==> src/rtl/vip_bit_morph_pkg.sv <==
// Shared constants and elaboration helpers for the 1-bit morphology filter.
`timescale 1ns/1ps
package vip_bit_morph_pkg;

   localparam logic MORPH_DILATE  = 1'b0;
   localparam logic MORPH_ERODE   = 1'b1;
   localparam int   MORPH_LATENCY = 3;

   function automatic bit morph_win_legal(input int win);
      return (win == 3) || (win == 5) || (win == 7);
   endfunction

   // Never returns less than 1 so degenerate sizes still give a usable vector.
   function automatic int morph_clog2(input int value);
      int r;
      r = 0;
      while ((1 << r) < value) r++;
      return (r < 1) ? 1 : r;
   endfunction

endpackage

==> src/rtl/vip_bit_morphology_if.sv <==
// Input/output video bundle of the morphology filter; slave = filter side, master = source/sink side.
`timescale 1ns/1ps
interface vip_bit_morphology_if;
   import vip_bit_morph_pkg::*;

   logic        per_frame_vsync;
   logic        per_frame_href;
   logic        per_frame_clken;
   logic        per_img_Bit;
   logic        morph_mode;
   logic        post_frame_vsync;
   logic        post_frame_href;
   logic        post_frame_clken;
   logic        post_img_Bit;
`ifdef BIT_MORPH_STATS_EN
   logic [19:0] frame_ones_cnt;
   logic        frame_ones_vld;

   modport slave (
      input  per_frame_vsync, per_frame_href, per_frame_clken, per_img_Bit, morph_mode,
      output post_frame_vsync, post_frame_href, post_frame_clken, post_img_Bit,
      output frame_ones_cnt, frame_ones_vld
   );
   modport master (
      output per_frame_vsync, per_frame_href, per_frame_clken, per_img_Bit, morph_mode,
      input  post_frame_vsync, post_frame_href, post_frame_clken, post_img_Bit,
      input  frame_ones_cnt, frame_ones_vld
   );
`else
   modport slave (
      input  per_frame_vsync, per_frame_href, per_frame_clken, per_img_Bit, morph_mode,
      output post_frame_vsync, post_frame_href, post_frame_clken, post_img_Bit
   );
   modport master (
      output per_frame_vsync, per_frame_href, per_frame_clken, per_img_Bit, morph_mode,
      input  post_frame_vsync, post_frame_href, post_frame_clken, post_img_Bit
   );
`endif

endinterface

==> src/rtl/vip_bit_line_delay.sv <==
// 1-bit, DEPTH-deep delay line that only advances on i_en; o_dout is the bit written DEPTH enables ago.
// Zero-cycle read of the oldest entry; holds when i_en is low. Storage is deliberately not reset.
`timescale 1ns/1ps
module vip_bit_line_delay
   import vip_bit_morph_pkg::*;
#(
   parameter int DEPTH = 640
) (
   input  logic clk,
   input  logic rst_n,
   input  logic i_en,
   input  logic i_din,
   output logic o_dout
);

   localparam int PW = morph_clog2(DEPTH);

   logic [PW-1:0] r_ptr;
   logic          r_mem [DEPTH];

   always_ff @(posedge clk or negedge rst_n) begin
      if (!rst_n) begin
         r_ptr <= '0;
      end else if (i_en) begin
         r_ptr <= (r_ptr == PW'(DEPTH - 1)) ? '0 : r_ptr + 1'b1;
      end
   end

   always_ff @(posedge clk) begin
      if (i_en) r_mem[r_ptr] <= i_din;
   end

   assign o_dout = r_mem[r_ptr];

endmodule

==> src/rtl/vip_bit_morphology.sv <==
// Binary dilation (OR) / erosion (AND) over a WIN x WIN window with zero/one border padding; BIT_MORPH_STATS_EN adds a per-frame ones counter.
// Fixed 3-cycle latency on every output; no backpressure, clken gaps stall only the window state.
`timescale 1ns/1ps
module vip_bit_morphology
   import vip_bit_morph_pkg::*;
#(
   parameter int IMG_HDISP = 640,
   parameter int IMG_VDISP = 480,
   parameter int WIN       = 3
) (
   input logic                 clk,
   input logic                 rst_n,
   vip_bit_morphology_if.slave vid
);

   localparam int CW = morph_clog2(IMG_HDISP);
   localparam int RW = morph_clog2(IMG_VDISP);

   if (!morph_win_legal(WIN)) begin : g_win_check
      $error("vip_bit_morphology: WIN must be 3, 5 or 7");
   end

   logic                    w_en;
   logic                    w_vs_rise;
   logic                    w_href_fall;
   logic [WIN-1:0]          w_tap;
   logic [WIN-1:0][WIN-1:0] w_cols;
   logic [WIN-1:0][WIN-1:0] w_win;

   logic                    r_vs_d;
   logic                    r_href_d;
   logic                    r_mode;
   logic                    r_armed;
   logic [CW-1:0]           r_col;
   logic [RW-1:0]           r_row;
   logic [WIN-1:0][WIN-2:0] r_sr;

   logic [WIN-1:0][WIN-1:0] r_win;
   logic [WIN-1:0]          r_rowred;
   logic                    r_mode1, r_mode2;
   logic                    r_arm1, r_arm2;
   logic [2:0]              r_sync1, r_sync2, r_sync3;
   logic                    r_bit3;

   assign w_en        = vid.per_frame_href & vid.per_frame_clken;
   assign w_vs_rise   = vid.per_frame_vsync & ~r_vs_d;
   assign w_href_fall = ~vid.per_frame_href & r_href_d;

   // r_vs_d resets high so a reset inside a frame cannot fake a vsync rise; output stays blank until a real one.
   always_ff @(posedge clk or negedge rst_n) begin
      if (!rst_n) begin
         r_vs_d   <= 1'b1;
         r_href_d <= 1'b0;
         r_mode   <= MORPH_DILATE;
         r_armed  <= 1'b0;
         r_col    <= '0;
         r_row    <= '0;
      end else begin
         r_vs_d   <= vid.per_frame_vsync;
         r_href_d <= vid.per_frame_href;
         if (w_vs_rise) begin
            r_mode  <= vid.morph_mode;
            r_armed <= 1'b1;
         end
         if (!vid.per_frame_href)
            r_col <= '0;
         else if (vid.per_frame_clken && (r_col != CW'(IMG_HDISP - 1)))
            r_col <= r_col + 1'b1;
         if (w_vs_rise)
            r_row <= '0;
         else if (w_href_fall && (r_row != RW'(IMG_VDISP - 1)))
            r_row <= r_row + 1'b1;
      end
   end

   assign w_tap[0] = vid.per_img_Bit;

   for (genvar k = 1; k < WIN; k++) begin : g_line
      vip_bit_line_delay #(.DEPTH(IMG_HDISP)) u_dly (
         .clk    (clk),
         .rst_n  (rst_n),
         .i_en   (w_en),
         .i_din  (w_tap[k-1]),
         .o_dout (w_tap[k])
      );
   end

   // w_cols[k][j] is the pixel k rows up and j columns left of the incoming one.
   for (genvar k = 0; k < WIN; k++) begin : g_cols
      assign w_cols[k] = {r_sr[k], w_tap[k]};
   end

   always_ff @(posedge clk or negedge rst_n) begin
      if (!rst_n) begin
         r_sr <= '0;
      end else if (w_en) begin
         for (int k = 0; k < WIN; k++) r_sr[k] <= w_cols[k][WIN-2:0];
      end
   end

   always_comb begin
      w_win = '0;
      for (int k = 0; k < WIN; k++) begin
         for (int j = 0; j < WIN; j++) begin
            if ((int'(r_row) >= k) && (int'(r_col) >= j))
               w_win[k][j] = w_cols[k][j];
            else
               w_win[k][j] = (r_mode == MORPH_ERODE);
         end
      end
   end

   always_ff @(posedge clk or negedge rst_n) begin
      if (!rst_n) begin
         r_win    <= '0;
         r_rowred <= '0;
         r_mode1  <= 1'b0;
         r_mode2  <= 1'b0;
         r_arm1   <= 1'b0;
         r_arm2   <= 1'b0;
         r_sync1  <= '0;
         r_sync2  <= '0;
         r_sync3  <= '0;
         r_bit3   <= 1'b0;
      end else begin
         r_win   <= w_win;
         r_mode1 <= r_mode;
         r_arm1  <= r_armed;
         r_sync1 <= {vid.per_frame_vsync, vid.per_frame_href, vid.per_frame_clken};

         for (int k = 0; k < WIN; k++)
            r_rowred[k] <= (r_mode1 == MORPH_ERODE) ? &r_win[k] : |r_win[k];
         r_mode2 <= r_mode1;
         r_arm2  <= r_arm1;
         r_sync2 <= r_sync1;

         r_bit3  <= r_arm2 & r_sync2[1] &
                    ((r_mode2 == MORPH_ERODE) ? &r_rowred : |r_rowred);
         r_sync3 <= r_sync2;
      end
   end

   assign vid.post_frame_vsync = r_sync3[2];
   assign vid.post_frame_href  = r_sync3[1];
   assign vid.post_frame_clken = r_sync3[0];
   assign vid.post_img_Bit     = r_bit3;

`ifdef BIT_MORPH_STATS_EN
   logic        r_pvs_d;
   logic [19:0] r_acc;
   logic [19:0] r_cnt;
   logic        r_vld;

   always_ff @(posedge clk or negedge rst_n) begin
      if (!rst_n) begin
         r_pvs_d <= 1'b0;
         r_acc   <= '0;
         r_cnt   <= '0;
         r_vld   <= 1'b0;
      end else begin
         r_pvs_d <= r_sync3[2];
         r_vld   <= 1'b0;
         if (r_sync3[2] && !r_pvs_d)
            r_acc <= '0;
         else if (r_sync3[0] && r_sync3[1] && r_bit3 && (r_acc != '1))
            r_acc <= r_acc + 1'b1;
         if (!r_sync3[2] && r_pvs_d) begin
            r_cnt <= r_acc;
            r_vld <= 1'b1;
         end
      end
   end

   assign vid.frame_ones_cnt = r_cnt;
   assign vid.frame_ones_vld = r_vld;
`endif

endmodule

==> src/flat_wrapper.sv <==
// flat-port wrapper written by rule: the top's interface ports become plain ports
module vip_bit_morphology_flat import vip_bit_morph_pkg::*;
#(
   parameter int IMG_HDISP = 640,
   parameter int IMG_VDISP = 480,
   parameter int WIN       = 3
)
  (clk, rst_n, vid_per_frame_vsync, vid_per_frame_href, vid_per_frame_clken, vid_per_img_Bit, vid_morph_mode, vid_post_frame_vsync, vid_post_frame_href, vid_post_frame_clken, vid_post_img_Bit);
  vip_bit_morphology_if vid_i ();
  input logic clk;
  input logic rst_n;
  input wire logic [$bits(vid_i.per_frame_vsync)-1:0] vid_per_frame_vsync;
  input wire logic [$bits(vid_i.per_frame_href)-1:0] vid_per_frame_href;
  input wire logic [$bits(vid_i.per_frame_clken)-1:0] vid_per_frame_clken;
  input wire logic [$bits(vid_i.per_img_Bit)-1:0] vid_per_img_Bit;
  input wire logic [$bits(vid_i.morph_mode)-1:0] vid_morph_mode;
  output wire logic [$bits(vid_i.post_frame_vsync)-1:0] vid_post_frame_vsync;
  output wire logic [$bits(vid_i.post_frame_href)-1:0] vid_post_frame_href;
  output wire logic [$bits(vid_i.post_frame_clken)-1:0] vid_post_frame_clken;
  output wire logic [$bits(vid_i.post_img_Bit)-1:0] vid_post_img_Bit;
  assign vid_i.per_frame_vsync = vid_per_frame_vsync;
  assign vid_i.per_frame_href = vid_per_frame_href;
  assign vid_i.per_frame_clken = vid_per_frame_clken;
  assign vid_i.per_img_Bit = vid_per_img_Bit;
  assign vid_i.morph_mode = vid_morph_mode;
  assign vid_post_frame_vsync = vid_i.post_frame_vsync;
  assign vid_post_frame_href = vid_i.post_frame_href;
  assign vid_post_frame_clken = vid_i.post_frame_clken;
  assign vid_post_img_Bit = vid_i.post_img_Bit;
  vip_bit_morphology #(.IMG_HDISP(IMG_HDISP), .IMG_VDISP(IMG_VDISP), .WIN(WIN)) u_core (.clk(clk), .rst_n(rst_n), .vid(vid_i));
endmodule
==> config.mk <==
export PLATFORM = sky130hd
export DESIGN_NAME = vip_bit_morphology_flat
export DESIGN_NICKNAME = d
export VERILOG_FILES = /design/src/rtl/vip_bit_morph_pkg.sv /design/src/rtl/vip_bit_morphology_if.sv /design/src/rtl/vip_bit_line_delay.sv /design/src/rtl/vip_bit_morphology.sv /design/src/flat_wrapper.sv
export SDC_FILE = /design/constraint.sdc
export NUM_CORES = 2
export LEC_CHECK = 0
export ABC_AREA = 0
export BUFFER_PORTS_ARGS = -buffer_cell sky130_fd_sc_hd__buf_4
export CORE_AREA = 3 3 414 580
export DETAILED_ROUTE_END_ITERATION = 7
export DIE_AREA = 0 0 417 583
export PLACE_DENSITY_LB_ADDON = 0.2
export SYNTH_ARGS = -nofsm -noshare
export SYNTH_HDL_FRONTEND = slang
export SYNTH_SLANG_ARGS = --single-unit
export TNS_END_PERCENT = 10
==> constraint.sdc <==
create_clock -name clk -period 10.58 [get_ports clk]
set_input_delay 0.529 -clock clk [delete_from_list [all_inputs] [get_ports clk]]
set_output_delay 0.529 -clock clk [all_outputs]
set_load 0.03 [all_outputs]
==> results.tsv <==
stage	metric	value	unit
drt	drt-total-wl	200600	µm
yosys	ys_seq_elements	1354	
clock_network	htreeDepth	4	
flow_run	cap_violations	0	
timing	final_max_slew_viol_count	0	
worst_setup_path	critPathArrivalTime	7.24	ns
hold_path	hold_class	input pin to register	
timing	period_share	64.54	%
pwr	leakage	20.47	nW
drt	dr.first_iter.drc_count	3347	
yosys	ys_warn_count	0	
pwr	power_density	241.1	mW/mm²
floorplan	start_util	24.95	%
worst_setup_path	crit_type	register to register	
yosys	netlist_instances	4500	
drt	avgRoutedWirePerCell	26.36	µm
clock_network	cts_sinks	1354	
grt	grtUsageTotal	16.08	%
timing	worst_pin_slew	1.216	ns
floorplan	die_h	583	µm
timing	hold_viol	0	
clock_network	cts_tree	done	
floorplan	ios	11	
layout	fill_cells	24040	
yosys	synth_flop_cell	edfxtp_1	
yosys	syn-cell-area	0.05882	mm²
grt	overflow	0	
clock_network	cts_root_buf	clkbuf_16	
yosys	ys_types	64	
layout	drive_gt1_share	9.578	%
yosys	post-synth-top-count-cell	nor2_1	
worst_setup_path	startpoint_type	register	
clock_network	clk_pin_slew	0.06	ns
timing	post-route-min-period	6.828	ns
timing	setup_slack	3.752	ns
timing	slew_headroom	18.32	%
place	io_buffers	10	
drt	drtPass1Iterations	5	
timing	clock_skew	0.08491	ns
layout	nets	4438	
clock_network	clock_latency	0.81	ns
place	gp_congestion	0.7760	
clock_network	clk_path_buf_depth	4	
clock_network	cts_buffers	157	
outcome	status	finished, final reports clean	
pwr	power.total	16.07	mW
yosys	yosys-top-cells-area	edfxtp_1 65%, mux2i_1 9.1%, nor2_1 8.6%, dfrtp_1 3.1%, o22ai_1 2.6%	
grt	grt_first_pass_wirelength	280700	µm
yosys	synth_area_per_cell	13.07	µm²
layout	area_delta_synth_final	13.35	%
floorplan	core	0.2358	mm²
timing	setup-tns-final	0	ns
grt	grt_start_max_net_pins	289	
timing	finalSetupViolations	0	
floorplan	rows	211	
worst_setup_path	critPathRequiredTime	10.99	ns
timing	rsz0062_at_grt	false	
yosys	synth-edff-count	1280	
worst_setup_path	end_kind	register	
grt	first_global_vias	36890	
clock_network	post_cts_resized	0	
yosys	ys_seq_area_share	68.50	%
floorplan	die_area	0.2431	mm²
drt	postRouteAntennaNets	0	
place	dp_hpwl	110100	µm
yosys	async_flop_share	5.465	%
yosys	synth_top_area_share	65.35	%
timing	fmax	146.4	MHz
yosys	yosysTopAreaCell	edfxtp_1	
grt	grt_antenna_before_repair	3	
drt	via_per_inst	4.808	
place	place_ws	3.836	ns
worst_setup_path	worstRegToRegCells	12	
worst_setup_path	crit_fanout	138	
yosys	synth_top_cells_by_count	1345 x nor2_1, 1280 x edfxtp_1, 537 x mux2i_1	
yosys	synth_nets	4522	
pwr	irDropWorstVdd	0.5264	mV
drt	num_vias	36590	
floorplan	die_w	417	µm
drt	drcViolationCount	0	
hold_path	holdPathStages	1	
==> cells by family after synthesis <==
kind of cell	synth area share (%)
and+or+nand+nor	12.68
DFF	68.50
muxes	11.37
buffers and inverters	3.085
AOI/OAI and AO/OA	3.612
xor gates and xnor gates	0.4318
adders and majority gates	0.3191
==> layout make-up <==
type | count | area, µm² | share of cell area, %
inverter | 19 | 78.83 | 0.1182
timing repair buffer | 118 | 963.4 | 1.445
clock inverter | 53 | 339.1 | 0.5086
tap | 3088 | 3864 | 5.796
multi-input combinational | 2766 | 16850 | 25.28
clock buffer | 211 | 4264 | 6.396
antenna | 1 | 2.502 | 0.003754
sequential | 1354 | 40300 | 60.45
==> stage by stage <==
step	cell area, µm²	util, %	cells	hold WS [ns]
after floorplan	58820	-	4500	0.2334
after global placement	62030	26.31	7342	0.3338
after detailed placement	62030	26.31	7342	0.3347
after CTS	66660	28.28	7609	0.003001
after global routing	66670	28.28	7610	0.01332
final	66670	28.28	7610	0.07199
==> state kept, by name, summed over array words and instances (netlist names), 3 cells and up <==
signal	flops
u_core.r_sync1	3
u_core.r_win	9
u_core.r_rowred	3
u_core.r_col	10
u_core.r_sync3	3
u_core.r_sr	6
u_core.g_line.u_dly.r_ptr	20
u_core.r_row	9
u_core.r_sync2	3
u_core.g_line.u_dly.r_mem	1280
==> metal layers <==
layer	global-route usage [%]	part of all wire, %	wire [µm]
met2	29.38	52	104600
met1	19.23	40	80210
met5	0	0.0085	17
met4	5.773	3.7	7514
met3	2.079	4.1	8246
==> worst max-delay path, stage by stage, from the launching register on <==
cell	delay, ns
dfrtp_4	0.98
buf_4	0.79
buf_4	0.54
mux2i_1	0.26
o22ai_1	0.11
nor4_1	0.55
nand3_1	0.18
nand3_1	0.19
a21boi_1	0.18
nor4_2	0.82
inv_8	0.43
buf_4	0.61
buf_4	0.55
==> path summary, 6_finish.rpt <==
path                                                      to  slack, ns                            start
max                        u_core.g_line[2].u_dly.r_mem[123]       3.75  u_core.g_line[1].u_dly.r_ptr[0]
max in group asynchronous    u_core.g_line[1].u_dly.r_ptr[1]       9.19                            rst_n
min in group asynchronous                  u_core.r_sync3[0]       0.19                            rst_n
min                                        u_core.r_sync1[1]       0.07               vid_per_frame_href
min reg2reg                                u_core.r_sync3[0]       0.35                u_core.r_sync2[0]
max reg2reg                u_core.g_line[2].u_dly.r_mem[123]       3.75  u_core.g_line[1].u_dly.r_ptr[0]
==> placed cells by master, fill, tap and decap left out, drive strengths merged, types with 4 or more instances in the layout <==
master,instances
xnor2,22
a31oi,7
dfrtp,73
buf,115
or3,7
o22a,4
a22oi,9
a21boi,4
xor2,7
o311ai,4
o21ai,33
o2111ai,6
nand4b,9
inv,18
a211oi,5
or4b,8
nand4bb,12
mux2,9
mux2i,537
nand2,173
nor3,28
nand2b,4
clkbuf,211
and2,11
mux4,53
nand4,23
nor4,64
o22ai,241
a21oi,13
nor3b,5
nand3,59
ha,15
and3,23
nor2,1345
clkinv,50
edfxtp,1280
==> power by group <==
| group | switching, mW | leakage [nW] | internal, mW |
|---|---|---|---|
| registers | 0.108 | 12.4 | 6.99 |
| clock network | 2.19 | 2.25 | 2.88 |
| logic | 2.92 | 5.79 | 0.979 |
==> repair_timing <==
action                                  in CTS  in global routing
endpoints found under the setup margin       0                  0
hold buffers                                 3                  0
buffers inserted                             0                  0
hold endpoints to repair                    18                  0
No activity file was read; power rests on OpenSTA's default activity.
